--- config.mk ---
export PLATFORM = sky130hd
export DESIGN_NAME = instr_dcd
export DESIGN_NICKNAME = d
export VERILOG_FILES = /design/src/rtl/pwm_pkg.sv /design/src/rtl/instr_dcd.sv
export SDC_FILE = /design/constraint.sdc
export NUM_CORES = 1
export LEC_CHECK = 0
export CORE_ASPECT_RATIO = 1.75
export CORE_UTILIZATION = 27
export DETAILED_ROUTE_END_ITERATION = 8
export PLACE_DENSITY = 0.6
export SLEW_MARGIN = 20
export SYNTH_ARGS = -nofsm -noshare
export SYNTH_HDL_FRONTEND = slang
export SYNTH_SLANG_ARGS = --single-unit
--- constraint.sdc ---
create_clock -name clk -period 4.4 [get_ports clk]
set_input_delay 0.88 -clock clk [delete_from_list [all_inputs] [get_ports clk]]
set_output_delay 0.88 -clock clk [all_outputs]
set_load 0.005 [all_outputs]
--- src/rtl/pwm_pkg.sv ---
// Shared definitions for the PWM peripheral: command-byte layout and the
// SPI command decoder state encoding.
package pwm_pkg;

  localparam int REG_ADDR_W   = 6;
  localparam int CMD_RW_BIT   = 7;
  localparam int CMD_ADDR_LSB = 0;

  typedef enum logic [2:0] {
    IDLE      = 3'd0,
    WR_DATA   = 3'd1,
    WR_STROBE = 3'd2,
    WR_NEXT   = 3'd3,
    RD_STROBE = 3'd4,
    RD_LOAD   = 3'd5,
    RD_NEXT   = 3'd6
  } dcd_state_t;

endpackage

--- src/rtl/instr_dcd.sv ---
// SPI command decoder: turns the received byte stream into register read/write
// strobes with auto-incrementing burst addressing, and returns read bytes to the bridge.
module instr_dcd
  import pwm_pkg::*;
#(
  parameter int ADDR_W = REG_ADDR_W,
  parameter int DATA_W = 8
) (
  input  logic              clk,
  input  logic              rst,
  input  logic              frame_active,
  input  logic              rx_valid,
  input  logic [DATA_W-1:0] rx_data,
  output logic [DATA_W-1:0] tx_data,
  output logic              tx_load,
  output logic              read,
  output logic              write,
  output logic [ADDR_W-1:0] addr,
  output logic [DATA_W-1:0] data_write,
  input  logic [DATA_W-1:0] data_read
);

  localparam logic [ADDR_W-1:0] ADDR_ONE = {{(ADDR_W-1){1'b0}}, 1'b1};

  dcd_state_t        state_r;
  logic              armed_r;
  logic              read_r;
  logic              write_r;
  logic              tx_load_r;
  logic [ADDR_W-1:0] addr_r;
  logic [DATA_W-1:0] data_write_r;
  logic [DATA_W-1:0] tx_data_r;

  // armed_r allows one command per frame; it is only re-armed while chip-select
  // is low, so a reset in mid-frame cannot reinterpret a data byte as a command.
  always_ff @(posedge clk) begin
    if (rst) begin
      state_r      <= IDLE;
      armed_r      <= 1'b0;
      read_r       <= 1'b0;
      write_r      <= 1'b0;
      tx_load_r    <= 1'b0;
      addr_r       <= {ADDR_W{1'b0}};
      data_write_r <= {DATA_W{1'b0}};
      tx_data_r    <= {DATA_W{1'b0}};
    end else begin
      read_r    <= 1'b0;
      write_r   <= 1'b0;
      tx_load_r <= 1'b0;
      if (state_r == RD_STROBE) begin
        tx_data_r <= data_read;
      end else begin
        tx_data_r <= tx_data_r;
      end
      if (!frame_active) begin
        state_r <= IDLE;
        armed_r <= 1'b1;
      end else begin
        case (state_r)
          IDLE: begin
            if (rx_valid && armed_r) begin
              armed_r <= 1'b0;
              addr_r  <= rx_data[CMD_ADDR_LSB +: ADDR_W];
              if (rx_data[CMD_RW_BIT]) begin
                state_r <= WR_DATA;
              end else begin
                read_r  <= 1'b1;
                state_r <= RD_STROBE;
              end
            end else begin
              state_r <= IDLE;
            end
          end
          WR_DATA: begin
            if (rx_valid) begin
              data_write_r <= rx_data;
              write_r      <= 1'b1;
              state_r      <= WR_STROBE;
            end else begin
              state_r <= WR_DATA;
            end
          end
          WR_STROBE: state_r <= WR_NEXT;
          WR_NEXT: begin
            if (rx_valid) begin
              addr_r       <= addr_r + ADDR_ONE;
              data_write_r <= rx_data;
              write_r      <= 1'b1;
              state_r      <= WR_STROBE;
            end else begin
              state_r <= WR_NEXT;
            end
          end
          RD_STROBE: begin
            tx_load_r <= 1'b1;
            state_r   <= RD_LOAD;
          end
          RD_LOAD: state_r <= RD_NEXT;
          RD_NEXT: begin
            if (rx_valid) begin
              addr_r  <= addr_r + ADDR_ONE;
              read_r  <= 1'b1;
              state_r <= RD_STROBE;
            end else begin
              state_r <= RD_NEXT;
            end
          end
          default: state_r <= IDLE;
        endcase
      end
    end
  end

  assign read       = read_r;
  assign write      = write_r;
  assign tx_load    = tx_load_r;
  assign addr       = addr_r;
  assign data_write = data_write_r;
  assign tx_data    = tx_data_r;

endmodule

==> metrics.cfg <==
[timing]
rsz0062_at_grt = false
setup_tns_ns = 0
max_freq_mhz = 455
maxSlewHeadroom_pct = 38.3
fin_worst_skew_ns = 0.00461
fin_crit_sh_pct = 49.9
finalHoldViolations = 0
period_minus_slack_ns = 2.20
worstMarginPinSlew_ns = 0.922
finalSetupViolCount = 0
maxSlewViolCount = 0

[setup_path]
cp-startpoint = rx_valid
worstPathArrival_ns = 2.39
r2r-end = addr[0]
critPathKind = in -> reg
crit_chain = clkdlybuf4s50_1, nand2_1, a221o_1, or3_1, a31oi_1
r2r_cells = 4
cp_num_cells = 5
reg2reg_from = state_r[1]
crit_family = buffers and inverters
worst_setup_path_start_kind = input pin
endpoint_kind = flip-flop
worst-path-buf-inv = 1
path_max_fanout = 6
crit_required_ns = 4.60
endpoint = addr[0]
cpPeakStageDelay_ns = 0.56
cpMaxStageDelayCell = clkdlybuf4s50_1
rrSetupSlack_ns = 2.56

[logic_synthesis]
synth-async-reset-ratio_pct = 0
netlist_area_mm2 = 0.00125
yosysTopAreaCellShare_pct = 46.4
synth_nets = 169
synth.most_common_cell = dfxtp_1
synth_warnings = 0
syn_area_per_cell_um2 = 8.46
synth.area.top_cells = dfxtp_1 46%, mux2i_1 7.2%, nand2_1 6.9%
seq_area_frac_synth_pct = 46.4
synth_ff_type = dfxtp_1
ys_ff_latch = 29
syn_inst = 148
synth_cell_types = 34
yosys.area.top_type = dfxtp_1
synth-edff-count = 0
synth.top_cells.by_count = 29 x dfxtp_1, 23 x nand2_1, 17 x nor2_1

[clocking]
root_buffer = clkbuf_8
clk_path_buf_depth = 2
clock_latency_ns = 0.28
cts.clk_slew.worst_paths_ns = 0.06
tritoncts = done
postCtsHoldBufs = 0
cts_inserted_buffers = 5
clkSinkCount = 29
h-tree-depth = 2
cts_setup_buffers = 0
cts_resized = 0

[grt]
grtUsageTotal_pct = 13.5
grt_start_max_net_pins = 28
busiest_layer = met2
met3_usage_pct = 4.31
use_met2_pct = 21.9
antenna_found_initial = 0
grt_overflow = 0
use_met1_pct = 14.4
grt_pass1_wl_um = 4690
grt_pass1_vias = 1069

[finish]
design_area_mm2 = 0.00181
nets = 211
fill_cells = 452
num_antenna_cells = 0
regArea_um2 = 581
final_layout_size_suffix_gt1_share_pct = 5.24
syn2layout_area_growth_pct = 44.7
multi_input_area_um2 = 626

[die]
coreArea_mm2 = 0.00444
die-area_mm2 = 0.00493
pin_count = 45
die_h_um = 92.1
rows = 32
die_w_um = 53.5
initial_core_util_pct = 28.2

[place]
placed_cell_area_mm2 = 0.00173
port_buffers = 44
place_congestion = 0.823
post-dp-hpwl_um = 2140

[power]
ir_drop_uv = 183
power.leakage_uw = 0.000609
powerDensity_mw_per_mm2 = 293
finalPower_uw = 530

[route]
route.detailed.drc = 0
drt-pass1-iter-count = 4
route.detailed.wl_per_inst_um = 12.3
ant_nets = 0
wl_um = 2980
vias_per_cell = 4.82
drt-initial-drc-count = 24
vias = 1167

[outcome]
status = finished clean

[run]
drv_cap = 0

[hold_path]
hp-class = reg -> reg

-- routing by layer --
metal / share of wire, % / wire (um)
met1: 42 / 1250
met5: 0 / 0
met2: 50 / 1490
met3: 5.6 / 167
met4: 2.4 / 72
-- layout make-up --
type | instances | area share [%]
Inverter | 4 | 0.829
Multi-Input combinational cell | 106 | 34.5
Sequential cell | 29 | 32.0
Timing Repair Buffer | 44 | 24.3
Clock inverter | 3 | 0.967
Tap cell | 51 | 3.52
Clock buffer | 5 | 3.80
-- layout by cell type (no fill, tap or decap), drive strengths merged, types with 2 or more instances in the layout --
cell type      netlist  layout
clkinv               0       2
o21ai                3       3
clkdlybuf4s50        0      44
a21oi               16      16
o32a                 2       2
nor4b                2       2
o32ai                3       3
mux2i                9       9
nand2               23      23
or3                  2       2
nand3                5       5
dfxtp               29      29
clkbuf               6       5
nand2b               5       5
and2                 2       2
inv                  4       4
nor2                17      17
-- kinds of logic after synthesis --
kind of cell / count (synthesis) / synth area share, %
AND/OR/NAND/NOR: 62 / 23.3
AO/OA/AOI/OAI: 33 / 17.4
flip-flops: 29 / 46.4
buffers and inverters: 13 / 4.10
multiplexers: 9 / 7.19
XOR/XNOR: 1 / 0.699
adder cells (fa/ha/maj): 1 / 0.999
-- stage by stage --
| step | utilization [%] | hold WS, ns | setup WS (ns) | instances |
|---|---|---|---|---|
| 6_report | 40.8 | 0.454 | 2.20 | 242 |
| 4_1_cts | 40.8 | 0.460 | 2.21 | 242 |
| 3_3_place_gp | 38.8 | 0.447 | 1.89 | 234 |
| 2_1_floorplan | - | 0.453 | 2.61 | 148 |
| 5_1_grt | 40.8 | 0.475 | 2.03 | 242 |
| 3_5_place_dp | 38.8 | 0.450 | 1.89 | 234 |
-- worst min-delay path: stages, from the launching register on --
cell and delay [ns]:
dfxtp_1 0.31, nand2_1 0.05, a21oi_1 0.05
-- power by group --
group / total [uW] / leakage, uW / internal (uW) / switching (uW)
clock: 212 / 0.0000439 / 109 / 103
sequential: 271 / 0.000234 / 267 / 4.41
combinational: 47.0 / 0.000330 / 28.3 / 18.7
-- registers in the layout, indices dropped and copies added (netlist names) --
name and cells:
tx_load 1, data_write 8, read 1, tx_data 8
addr 6, state_r 3, armed_r 1, write 1
-- how the worst min path moves through the flow --
stage	startpoint	to	cells after the start
2_1_floorplan	data_write[0]	data_write[0]	2
3_3_place_gp	data_write[4]	data_write[4]	2
3_5_place_dp	data_write[3]	data_write[3]	2
4_1_cts	data_write[3]	data_write[3]	2
5_1_grt	data_write[2]	data_write[2]	2
6_report	data_write[3]	data_write[3]	2
Power figures use the tool's default switching activity.
